## src/rtl/guess_judge_4bit.sv

```systemverilog
// Number-guess judge: holds the secret target, registers each guess, and turns the
// 4-bit comparator result into sticky HIGH/LOW/HIT flags, a try count and win/lose state.

module compare_4bit (
   input  logic [3:0] a_i,
   input  logic [3:0] b_i,
   output logic       gt_o,
   output logic       eq_o,
   output logic       lt_o
);
   assign gt_o = (a_i > b_i);
   assign eq_o = (a_i == b_i);
   assign lt_o = (a_i < b_i);
endmodule

module guess_judge_4bit #(
   parameter int MAX_TRIES = 7,
   parameter int TRY_W     = 3
) (
   input  logic             CLK,
   input  logic             RST,
   input  logic             SET,
   input  logic [3:0]       TARGET,
   input  logic             CLR,
   input  logic             GUESS_VALID,
   input  logic [3:0]       GUESS,
   output logic             READY,
   output logic             HIGH,
   output logic             LOW,
   output logic             HIT,
   output logic             OVER,
   output logic [TRY_W-1:0] TRIES
);
   typedef enum logic [2:0] {
      S_IDLE,
      S_ARMED,
      S_CHECK,
      S_WIN,
      S_LOSE
   } state_t;

   state_t           state_q;
   logic [3:0]       target_q;
   logic [3:0]       guess_q;
   logic [TRY_W-1:0] tries_q;
   logic [TRY_W-1:0] tries_d;
   logic             high_q, low_q, hit_q, over_q;
   logic             cmp_gt, cmp_eq, cmp_lt;

   compare_4bit u_cmp (
      .a_i  (guess_q),
      .b_i  (target_q),
      .gt_o (cmp_gt),
      .eq_o (cmp_eq),
      .lt_o (cmp_lt)
   );

   assign tries_d = tries_q + 1'b1;

   always_ff @(posedge CLK) begin
      if (RST) begin
         state_q  <= S_IDLE;
         target_q <= '0;
         guess_q  <= '0;
         tries_q  <= '0;
         high_q   <= 1'b0;
         low_q    <= 1'b0;
         hit_q    <= 1'b0;
         over_q   <= 1'b0;
      end else if (CLR) begin
         // target is kept on abort; the next SET overwrites it anyway
         state_q <= S_IDLE;
         tries_q <= '0;
         high_q  <= 1'b0;
         low_q   <= 1'b0;
         hit_q   <= 1'b0;
         over_q  <= 1'b0;
      end else if (SET) begin
         state_q  <= S_ARMED;
         target_q <= TARGET;
         tries_q  <= '0;
         high_q   <= 1'b0;
         low_q    <= 1'b0;
         hit_q    <= 1'b0;
         over_q   <= 1'b0;
      end else begin
         case (state_q)
            S_ARMED: begin
               if (GUESS_VALID) begin
                  guess_q <= GUESS;
                  state_q <= S_CHECK;
               end
            end
            S_CHECK: begin
               high_q  <= cmp_gt;
               low_q   <= cmp_lt;
               hit_q   <= cmp_eq;
               tries_q <= tries_d;
               if (cmp_eq) begin
                  state_q <= S_WIN;
               end else if (tries_d == TRY_W'(MAX_TRIES)) begin
                  state_q <= S_LOSE;
                  over_q  <= 1'b1;
               end else begin
                  state_q <= S_ARMED;
               end
            end
            default: state_q <= state_q;
         endcase
      end
   end

   assign READY = (state_q == S_ARMED);
   assign HIGH  = high_q;
   assign LOW   = low_q;
   assign HIT   = hit_q;
   assign OVER  = over_q;
   assign TRIES = tries_q;
endmodule

```

## config.mk

```make
export PLATFORM = sky130hd
export DESIGN_NAME = guess_judge_4bit
export DESIGN_NICKNAME = d
export VERILOG_FILES = /design/src/rtl/guess_judge_4bit.sv
export SDC_FILE = /design/constraint.sdc
export NUM_CORES = 1
export LEC_CHECK = 0
export CAP_MARGIN = 20
export CORE_UTILIZATION = 52
export CTS_CLUSTER_DIAMETER = 200
export CTS_CLUSTER_SIZE = 14
export DETAILED_ROUTE_END_ITERATION = 10
export PLACE_DENSITY_LB_ADDON = 0.1
export SYNTH_ARGS = -nofsm -noshare
export SYNTH_HDL_FRONTEND = slang
export SYNTH_HIERARCHICAL = 1
export SYNTH_SLANG_ARGS = --single-unit
```

## constraint.sdc

```tcl
create_clock -name CLK -period 2.55 [get_ports CLK]
set_clock_uncertainty 0.15 [all_clocks]
set_input_delay 0.51 -clock CLK [delete_from_list [all_inputs] [get_ports CLK]]
set_output_delay 0.51 -clock CLK [all_outputs]
set_load 0.05 [all_outputs]
```

# Word level (Yosys, flattened, before mapping)
# Index checks and enable logic that the tools add are counted.
op_classes:
  n_div: 0
  mul: 0
  n_reduce_logical: 9
  n_addsub: 1
  magnitude_cmp: 2
  n_eq_ne: 6
  n_shift: 0
  n_mux: 5
  n_bitwise: 3
op_table:
  columns: ["cell", "n"]
  rows:
  - ["$mux W3", 3]
  - ["$pmux W3 S2", 1]
  - ["$reduce_and A2 Y1", 3]
  - ["$eq A4 B4 Y1", 1]
  - ["$gt A4 B4 Y1", 1]
  - ["$lt A4 B4 Y1", 1]
  - ["$reduce_and A4 Y1", 1]
  - ["$add A3 B1 Y3 const B", 1]
  - ["$eq A3 B1 Y1 const B", 1]
  - ["$eq A3 B2 Y1 const B", 1]
  - ["$eq A3 B3 Y1 const B", 1]
  - ["$ne A3 B3 Y1 const B", 1]
  - ["$not A1 Y1", 3]
  - ["$reduce_and A3 Y1", 1]
  - ["$reduce_bool A3 Y1", 1]
  - ["$reduce_or A3 Y1", 1]
  - ["$ne A2 B2 Y1 const B", 1]
  - ["$reduce_bool A2 Y1", 1]
  - ["$reduce_or A2 Y1", 1]
  - ["$mux W1", 1]
totals:
  reg_bits: 18
  mem_bits_rw: 0
  romBits: 0
  output_inout_bits: 8
  n_memories: 0
  latch_bits: 0
  inputBits: 13

# Depth between registers and ports, before layout
depth:
  ltp_word: 6
  depth_mapped: 7
  depth_no_buf: 7

# Hierarchy
# Netlist, hierarchy kept.
by_module_without_submodules:
  columns: ["module", "cells_each", "seq_area_each_um2", "n_inst", "area_per_inst_um2"]
  rows:
  - ["guess_judge_4bit", 76, 360.3, 1, 794.5]
  - ["compare_4bit", 16, 0.0, 1, 128.9]

# Worst setup path after synthesis
# Ideal clock, no wire load.
synth_path:
  path_kind: "register -> register"
  startpoint: "register state_q[0]"
  endpoint: "register guess_q[0]"
  t_arrival_ns: 1.708
  slack_ns: 0.621
  t_required_ns: 2.328
  setup_time_ns: 0.072
  stages_incl_launch_ff: 4
  path_buffers: 0
  cell_sequence: "dfxtp_1 nor3b_2 nor3b_4 mux2i_1"
synth_between:
  elab_chain_cells: 2
synth_lines:
  columns: ["element", "line", "rtl"]
  rows:
  - ["from (decl)", "42", "state_t state_q;"]
  - ["from (signal assigned)", "108", "default: state_q <= state_q;"]
  - ["$eq A3 B1 Y1", null, null]
  - ["net READY", "27", "output logic READY,"]
  - ["$reduce_and A4 Y1 (no line)", null, null]
  - ["to (signal assigned)", "64", "guess_q <= '0;"]
  - ["to (signal assigned)", "90", "guess_q <= GUESS;"]
  - ["to (decl)", "44", "logic [3:0] guess_q;"]
# The timed path passes the listed nets, and every way through them passes these cells.
# A chain may end at the register's enable or synchronous reset.

# Worst setup path in the final report
layout_path:
  startpoint: "register state_q[0]"
  endpoint: "output port READY"
layout_between:
  elab_chain_cells: 1
layout_lines:
  columns: ["element", "line", "rtl"]
  rows:
  - ["$eq A3 B1 Y1", "113", "assign READY = (state_q == S_ARMED);"]
  - ["to (decl)", "27", null]
# Every way passes these cells.

==> results.sh <==
export IMPL_final_setup_viol_count=0
export IMPL_dr_pass1_iters=6
export IMPL_synth_fp_nets=111
export IMPL_yosysSeqAreaShare=0.3902
export IMPL_synthTopCellsByArea="dfxtp_1 39%, mux2i_1 12%, ha_1 8.1%, nand2b_1 6.8%, nor2_1 4.5%"
export IMPL_dpl_instance_area_um2=1140
export IMPL_dp_hpwl_um=1251
export IMPL_ys_types=25
export IMPL_timing_rr_start="target_q[3]"
export IMPL_fmax_ghz=0.4023
export IMPL_path_clk_slew_ps=100
export IMPL_startpoint_type="register"
export IMPL_cts_sinks=18
export IMPL_cp_max_fo=5
export IMPL_crit_family="buffers and inverters"
export IMPL_fin_crit_sh=0.9749
export IMPL_finalSetupTns_ps=0
export IMPL_drc=0
export IMPL_fin_cells=130
export IMPL_syn_area_per_cell_um2=10.04
export IMPL_routed_via_density=5.423
export IMPL_final_cell_area_um2=1176
export IMPL_drive_above_1_share=0.1053
export IMPL_critPathArrivalTime_ps=1830
export IMPL_grt_ovfl_total=0
export IMPL_post_cts_buffers=0
export IMPL_startpoint="state_q[0]"
export IMPL_yosysTopAreaCellShare=0.3902
export IMPL_worstPathRequired_ps=1890
export IMPL_hold_path_startpoint="OVER"
export IMPL_diodes=0
export IMPL_crit_chain="nor3b_2, clkdlybuf4s50_1"
export IMPL_crit_type="register to output pin"
export IMPL_rsz0062_at_grt="no"
export IMPL_wl_per_cell_um=14.04
export IMPL_core_um2=1577
export IMPL_slowest_stage="clkdlybuf4s50_1"
export IMPL_cap_viol_max_count=0
export IMPL_layout_nets=134
export IMPL_initialDrtViolationCount=12
export IMPL_tightestPinTransition_ps=495.8
export IMPL_synthCells=92
export IMPL_ys_ff_latch=18
export IMPL_grt_max_degree=15
export IMPL_ir_drop_uv=354.5
export IMPL_grtUsageTotal=0.2159
export IMPL_syn_area_um2=923.4
export IMPL_p_leak_nw=0.4310
export IMPL_h_tree_depth=1
export IMPL_hold_viol_final=0
export IMPL_slowest_delay_ps=830
export IMPL_dp_cells=126
export IMPL_ctsHoldBuffers=0
export IMPL_vias=705
export IMPL_yosysWarnings=6
export IMPL_synth_flop_cell="dfxtp_1"
export IMPL_fp_dieW_um=44.14
export IMPL_drt_total_wl_um=1825
export IMPL_place_congestion=0.8003
export IMPL_cts_tree="yes"
export IMPL_grt_pass1_wl_um=3056
export IMPL_status="finished clean"
export IMPL_area_growth_pct=27.37
export IMPL_synth_edf_count=0
export IMPL_power_mw=0.5383
export IMPL_die_h_um=44.14
export IMPL_slew_headroom=0.6684
export IMPL_clockBufferDepth=2
export IMPL_critical_path_buf_inv_count=1
export IMPL_p_per_area_nw_per_um2=457.7
export IMPL_io_buffers=20
export IMPL_rows=14
export IMPL_yosysTopAreaCell="dfxtp_1"
export IMPL_ctsResizeCount=0
export IMPL_ant_nets=0
export IMPL_pin_count=21
export IMPL_ys_async_sr_fraction=0
export IMPL_min_path_type="register to register"
export IMPL_grt_antenna_before_repair=0
export IMPL_fill_cells=129
export IMPL_grt_pass1_vias=680
export IMPL_cts_root_buf="clkbuf_4"
export IMPL_die_area_um2=1948
export IMPL_worst_setup_path_end_kind="output pin"
export IMPL_drv_slew=0
export IMPL_clk_latency_ps=290
export IMPL_initial_core_util=0.5857
export IMPL_finalCriticalPeriod_ps=2486
export IMPL_cts_buffers=3
synth_stat cells (2+ instances only):
library cell,instances
a211oi_1,2
a21oi_1,2
clkbuf_1,3
dfxtp_1,18
ha_1,6
inv_1,5
mux2i_1,11
nand2_1,2
nand2b_1,10
nor2_1,11
nor2b_1,2
nor3b_2,2
nor3b_4,2
o21a_1,2
o21ai_0,2
xnor2_1,3
worst register-to-register path, stage by stage, from the launching register on:
cell	delay, ps
dfxtp_1	350
inv_1	60
ha_1	300
nand2_1	80
nor2_1	270
nand2b_1	200
o21ai_1	90
a211oi_1	210
final cells by class:
cell class | count | area, µm² | area share
Tap cell | 16 | 20.02 | 0.01702
Timing Repair Buffer | 21 | 207.7 | 0.1766
Inverter | 5 | 18.77 | 0.01596
Clock buffer | 4 | 36.28 | 0.03085
Sequential cell | 18 | 360.3 | 0.3064
Multi-Input combinational cell | 66 | 533.0 | 0.4532
path summary, 6_finish.rpt:
check	to	slack [ps]	cells after the start
setup / recovery	READY	60	2
hold reg to reg	OVER	330	1
hold / removal	OVER	330	1
setup reg to reg	state_q[0]	750	7
kinds of logic after synthesis:
family                   after synthesis  share of synthesized area
XOR/XNOR                               3                    0.02846
flip-flops                            18                     0.3902
AND/OR/NAND/NOR                       34                     0.2493
buffers and inverters                  8                    0.03252
adder cells (fa/ha/maj)                6                    0.08130
multiplexers                          11                     0.1192
AO/OA/AOI/OAI                         12                    0.09891
per-layer routing:
layer / share of wire / GRT usage / wire length (µm) / vias to the layer above
met2: 0.46 / 0.3294 / 840 / 20
met1: 0.48 / 0.3005 / 885 / 330
li1: - / - / - / 353
met5: 0 / 0 / 0 / -
met4: 0.0038 / 0.07273 / 7 / 0
met3: 0.050 / 0.04898 / 92 / 2
flip-flops by register name, indices dropped and copies added, names as in the netlist:
| register | count |
|---|---|
| TRIES | 3 |
| HIT | 1 |
| OVER | 1 |
| guess_q | 4 |
| HIGH | 1 |
| LOW | 1 |
| target_q | 4 |
| state_q | 3 |
cells in the final DEF, fill, tap and decap left out, drive strengths merged, types with 4 or more instances in the layout:
cell,n
clkbuf,4
clkdlybuf4s50,20
dfxtp,18
ha,6
inv,5
mux2i,11
nand2b,10
nor2,11
nor3b,4
metrics by stage:
stage	utilization	setup WS, ps	hold WS [ps]
floorplan	-	620.7	299.1
global placement	0.7230	466.6	299.7
detailed placement	0.7230	425.2	305.9
CTS	0.7460	69.55	331.9
global route	0.7460	5.916	366.2
finish	0.7460	64.01	325.4
report_power, final:
part	switching, mW	total [mW]	internal (mW)
logic	0.0311	0.0722	0.0411
registers	0.00342	0.289	0.285
clock network	0.0904	0.177	0.0870
No activity file was read; power rests on OpenSTA's default activity.
